===== src/rtl/divider_scheduler.sv =====
// Round-robin scheduler sharing one multi-cycle Divider among NUM_REQ requesters.
// Optional build macro DIV_ZERO_CHECK_EN answers divide-by-zero locally without starting the Divider.
//
// state | meaning
// IDLE  | waiting for a request; req_ready follows the round-robin grant
// BUSY  | operands held on div_*; first cycle pulses div_start, then count runs down
// RESP  | one-cycle rsp_valid pulse to the granted requester; rr_ptr advances
module divider_scheduler #(
    parameter int WORD_LENGTH = 16,
    parameter int NUM_REQ     = 4,
    parameter int DIV_LATENCY = 16
) (
    input  logic                           clk,
    input  logic                           reset,
    input  logic [NUM_REQ-1:0]             req_valid,
    input  logic [NUM_REQ*WORD_LENGTH-1:0] req_dividend,
    input  logic [NUM_REQ*WORD_LENGTH-1:0] req_divisor,
    output logic [NUM_REQ-1:0]             req_ready,
    output logic [NUM_REQ-1:0]             rsp_valid,
    output logic [WORD_LENGTH-1:0]         rsp_result,
    output logic [WORD_LENGTH-1:0]         rsp_remainder,
    output logic                           rsp_sign,
    output logic                           rsp_err,
    output logic [WORD_LENGTH-1:0]         div_dividend,
    output logic [WORD_LENGTH-1:0]         div_divisor,
    output logic                           div_start,
    input  logic [WORD_LENGTH-1:0]         div_result,
    input  logic [WORD_LENGTH-1:0]         div_remainder,
    input  logic                           div_sign
);

    localparam int PW = (NUM_REQ > 1) ? $clog2(NUM_REQ) : 1;
    localparam int CW = (DIV_LATENCY > 1) ? $clog2(DIV_LATENCY) : 1;
    localparam logic [CW-1:0] COUNT_LOAD = CW'(DIV_LATENCY - 1);
    localparam logic [PW-1:0] LAST_REQ   = PW'(NUM_REQ - 1);

    typedef enum logic [1:0] {
        IDLE = 2'd0,
        BUSY = 2'd1,
        RESP = 2'd2
    } state_t;

    state_t                 state;
    logic [PW-1:0]          rr_ptr;
    logic [PW-1:0]          grant_reg;
    logic [CW-1:0]          count;

    logic                   grant_any;
    logic [PW-1:0]          grant_idx;
    logic [NUM_REQ-1:0]     grant_onehot;
    logic [NUM_REQ-1:0]     grant_reg_onehot;
    logic [WORD_LENGTH-1:0] sel_dividend;
    logic [WORD_LENGTH-1:0] sel_divisor;
    logic                   sel_zero;

    // Walk downward so the requester closest to rr_ptr is the last (winning) assignment.
    always_comb begin
        int            idx;
        logic [PW-1:0] idx_p;
        idx       = 0;
        idx_p     = '0;
        grant_any = 1'b0;
        grant_idx = '0;
        for (int k = NUM_REQ - 1; k >= 0; k--) begin
            idx = int'(rr_ptr) + k;
            if (idx >= NUM_REQ) begin
                idx = idx - NUM_REQ;
            end
            idx_p = PW'(idx);
            if (req_valid[idx_p]) begin
                grant_any = 1'b1;
                grant_idx = idx_p;
            end
        end
    end

    always_comb begin
        grant_onehot = '0;
        if (grant_any) begin
            grant_onehot[grant_idx] = 1'b1;
        end
    end

    always_comb begin
        grant_reg_onehot            = '0;
        grant_reg_onehot[grant_reg] = 1'b1;
    end

    assign sel_dividend = req_dividend[int'(grant_idx)*WORD_LENGTH +: WORD_LENGTH];
    assign sel_divisor  = req_divisor[int'(grant_idx)*WORD_LENGTH +: WORD_LENGTH];

`ifdef DIV_ZERO_CHECK_EN
    assign sel_zero = (sel_divisor == '0);
`else
    assign sel_zero = 1'b0;
`endif

    // Gated by reset so every output reads 0 while reset is held.
    assign req_ready = (state == IDLE && !reset) ? grant_onehot : '0;

    always_ff @(posedge clk or posedge reset) begin
        if (reset) begin
            state         <= IDLE;
            rr_ptr        <= '0;
            grant_reg     <= '0;
            count         <= '0;
            div_dividend  <= '0;
            div_divisor   <= '0;
            div_start     <= 1'b0;
            rsp_valid     <= '0;
            rsp_result    <= '0;
            rsp_remainder <= '0;
            rsp_sign      <= 1'b0;
            rsp_err       <= 1'b0;
        end else begin
            case (state)
                IDLE: begin
                    if (grant_any) begin
                        div_dividend <= sel_dividend;
                        div_divisor  <= sel_divisor;
                        grant_reg    <= grant_idx;
                        if (sel_zero) begin
                            rsp_valid     <= grant_onehot;
                            rsp_result    <= '1;
                            rsp_remainder <= sel_dividend;
                            rsp_sign      <= 1'b0;
                            rsp_err       <= 1'b1;
                            state         <= RESP;
                        end else begin
                            div_start <= 1'b1;
                            state     <= BUSY;
                        end
                    end
                end
                BUSY: begin
                    // The div_start cycle loads the counter, so count==0 lands DIV_LATENCY cycles after it.
                    if (div_start) begin
                        div_start <= 1'b0;
                        count     <= COUNT_LOAD;
                    end else if (count == '0) begin
                        rsp_valid     <= grant_reg_onehot;
                        rsp_result    <= div_result;
                        rsp_remainder <= div_remainder;
                        rsp_sign      <= div_sign;
                        rsp_err       <= 1'b0;
                        state         <= RESP;
                    end else begin
                        count <= count - 1'b1;
                    end
                end
                RESP: begin
                    rsp_valid <= '0;
                    rr_ptr    <= (grant_reg == LAST_REQ) ? '0 : grant_reg + 1'b1;
                    state     <= IDLE;
                end
                default: begin
                    state <= IDLE;
                end
            endcase
        end
    end

endmodule


===== config.mk =====
export PLATFORM = sky130hd
export DESIGN_NAME = divider_scheduler
export DESIGN_NICKNAME = d
export VERILOG_FILES = /design/src/rtl/divider_scheduler.sv
export SDC_FILE = /design/constraint.sdc
export NUM_CORES = 1
export LEC_CHECK = 0
export ABC_CLOCK_PERIOD_IN_PS = 6900
export BUFFER_PORTS_ARGS = -buffer_cell sky130_fd_sc_hd__buf_4
export CAP_MARGIN = 25
export CORE_MARGIN = 1.5
export CORE_UTILIZATION = 44
export DETAILED_ROUTE_END_ITERATION = 12
export GPL_ROUTABILITY_DRIVEN = 1
export PLACE_DENSITY = 0.81
export SYNTH_ARGS = -nofsm -noshare
export SYNTH_HDL_FRONTEND = slang
export SYNTH_SLANG_ARGS = --single-unit

===== constraint.sdc =====
create_clock -name clk -period 6.9 [get_ports clk]
set_input_delay 2.07 -clock clk [delete_from_list [all_inputs] [get_ports clk]]
set_output_delay 2.07 -clock clk [all_outputs]
set_load 0.05 [all_outputs]

==> flow_summary.ini <==
[status]
status = finished clean

[sta]
finalCriticalPeriod_ps = 5602
worst-slew-pin-transition_ps = 816.7
max_freq_ghz = 0.1785
rsz0062_at_grt = false
fin_setup_tns_ps = 0
fin_crit_sh = 0.8119
slew_violations = 0
setup_viol = 0
clock_skew_ps = 14.87
maxSlewHeadroom = 0.4555
hold_viol = 0
hold_slack_ps = 478.7
setup_ws_ps = 1298

[clock_network]
cts-root-buf = clkbuf_8
clock_path_buffers = 2
clock-sinks = 80
htreeDepth = 3
cts.clk_slew.worst_paths_ps = 80
postCtsHoldBufs = 0
cts_setup_buffers = 0
clk_latency_ps = 340
cts_made_buffers = 9
post_cts_resize_count = 0
cts_tree = done

[floorplanning]
core_um2 = 8763
die_area_um2 = 9651
die_h_um = 98.24
initial_core_util = 0.4555
die_w_um = 98.24
num_io_pins = 242
fp-row-count = 34

[yosys]
synthArstFlopShare = 1.000
syn_inst = 421
synthFlopType = dfrtp_1
synth_warnings = 0
synth_edf_count = 0
syn_area_um2 = 3991
synth_area_leaders = dfrtp_1 50%, nand2_1 11%, mux2i_1 8.0%, a221oi_1 6.6%, o22ai_1 5.0%
syn_avg_cell_area_um2 = 9.481
mappedNetlistNets = 593
seq_area_frac_synth = 0.5016
synth_seq_cells = 80
synth_top_area_cell = dfrtp_1
synth_top_area_frac = 0.5016
netlist-cell-type-count = 37

[finish]
layout_common_cells = 244 x buf_4, 116 x nand2_1, 80 x dfrtp_1
final_common_cell = buf_4
area_delta_synth_final_pct = 53.04
n_antenna_cell = 0
drive_above_1_share = 0.4214
layout.nets = 822

[worst_hold_path]
hold_depth = 2
hp-class = flip-flop to flip-flop

[placement]
io_buffers = 240
finalWeightedCongestion = 0.8721
dp_hpwl_um = 9776
pre_cts_ws_ps = 1012

[power_and_ir_drop]
design_power_total_w = 0.003004
peakVddDrop_v = 0.0003221
leakagePower_nw = 3.156
powerDensity_nw_per_um2 = 491.8

[global_route]
overflow = 0
antenna_found_initial = 0
grt_pass1_wl_um = 20920
grt_max_degree = 66
track_usage = 0.2722
grt_pass1_vias = 4210

[job]
cap_viol_max_count = 0

[drt]
drt_drc_violations_left = 0
drt-total-wl_um = 13130
drt_iter0_drc = 154
firstDrtPassIters = 4
via_per_inst = 5.387
vias = 4110
drt-wirelength-per-cell_um = 17.21
antenna_left = 0

[worst_setup_path]
critical_path_arrival_ps = 3530
cp_data_required_time_ps = 4830
endpoint_kind = output pin
cp_max_fo = 19
r2r_cells = 7
critical_path_class = primary input to output pin
startpoint_type = primary input
-- cells in the mapped netlist, types with 2 or more instances --
library cell,instances
clkbuf_1,11
a21oi_1,5
a31oi_1,2
mux2i_1,32
a221oi_2,2
nor3_1,2
dfrtp_1,80
nor2b_1,3
o21ai_0,6
a221oi_1,30
inv_1,7
o22ai_1,32
and3_1,3
buf_6,8
buf_2,9
nor2_1,41
nand2_1,116
o21ai_1,5
inv_2,2
nand2b_1,4
ha_1,5
-- cell type report --
class | instances | area, um2
timing repair buffer | 248 | 1942
sequential | 80 | 2002
multi-input combinational | 302 | 1764
inverter | 9 | 35.03
tap | 108 | 135.1
clock inverter | 6 | 92.59
clock buffer | 10 | 137.6
fill | 668 | 2655
-- routing by layer --
| layer | GRT usage | vias to the layer above | share of wire |
|---|---|---|---|
| met3 | 0.07445 | 18 | 0.087 |
| li1 | - | 1937 | - |
| met5 | 0 | - | 0 |
| met1 | 0.3131 | 1980 | 0.37 |
| met4 | 0.08667 | 0 | 0.016 |
| met2 | 0.4912 | 175 | 0.53 |
-- logic make-up after synthesis --
| logic type | Yosys count | share of synthesized area |
|---|---|---|
| and+or+nand+nor | 175 | 0.1803 |
| muxes | 33 | 0.08307 |
| buffers and inverters | 39 | 0.05831 |
| adders and majority gates | 5 | 0.01567 |
| DFF | 80 | 0.5016 |
| AOI/OAI and AO/OA | 88 | 0.1602 |
| other | 1 | 0.0009395 |
-- report_power, final --
group / leakage (nW) / internal (W) / switching (W) / total, W
sequential: 0.909 / 0.000696 / 0.000141 / 0.000837
clock: 0.109 / 0.000215 / 0.000177 / 0.000392
combinational: 2.14 / 0.000578 / 0.00120 / 0.00178
-- worst max-delay path: stages --
cell     delay [ps]
buf_4           130
nor2b_1         140
a221o_2         640
nor4b_2         290
buf_4           240
-- path summary, 6_finish.rpt --
check / startpoint / end / slack [ps]
setup / recovery: req_valid[0] / req_ready[1] / 1300
hold / removal: rsp_remainder[3] / rsp_remainder[3] / 480
setup reg to reg: count[0] / rsp_valid[1] / 4440
hold reg to reg: rsp_remainder[3] / rsp_remainder[3] / 480
max in group asynchronous: reset / count[0] / 4080
min in group asynchronous: reset / div_divisor[7] / 1680
-- stage by stage --
step                std cells  instance area, um2    util
CTS                       761                6053  0.6907
global placement          743                5768  0.6582
detailed placement        745                5823  0.6645
floorplan                 421                3991       -
global route              763                6108  0.6970
finish                    763                6108  0.6970
No activity file was read; power rests on OpenSTA's default activity.
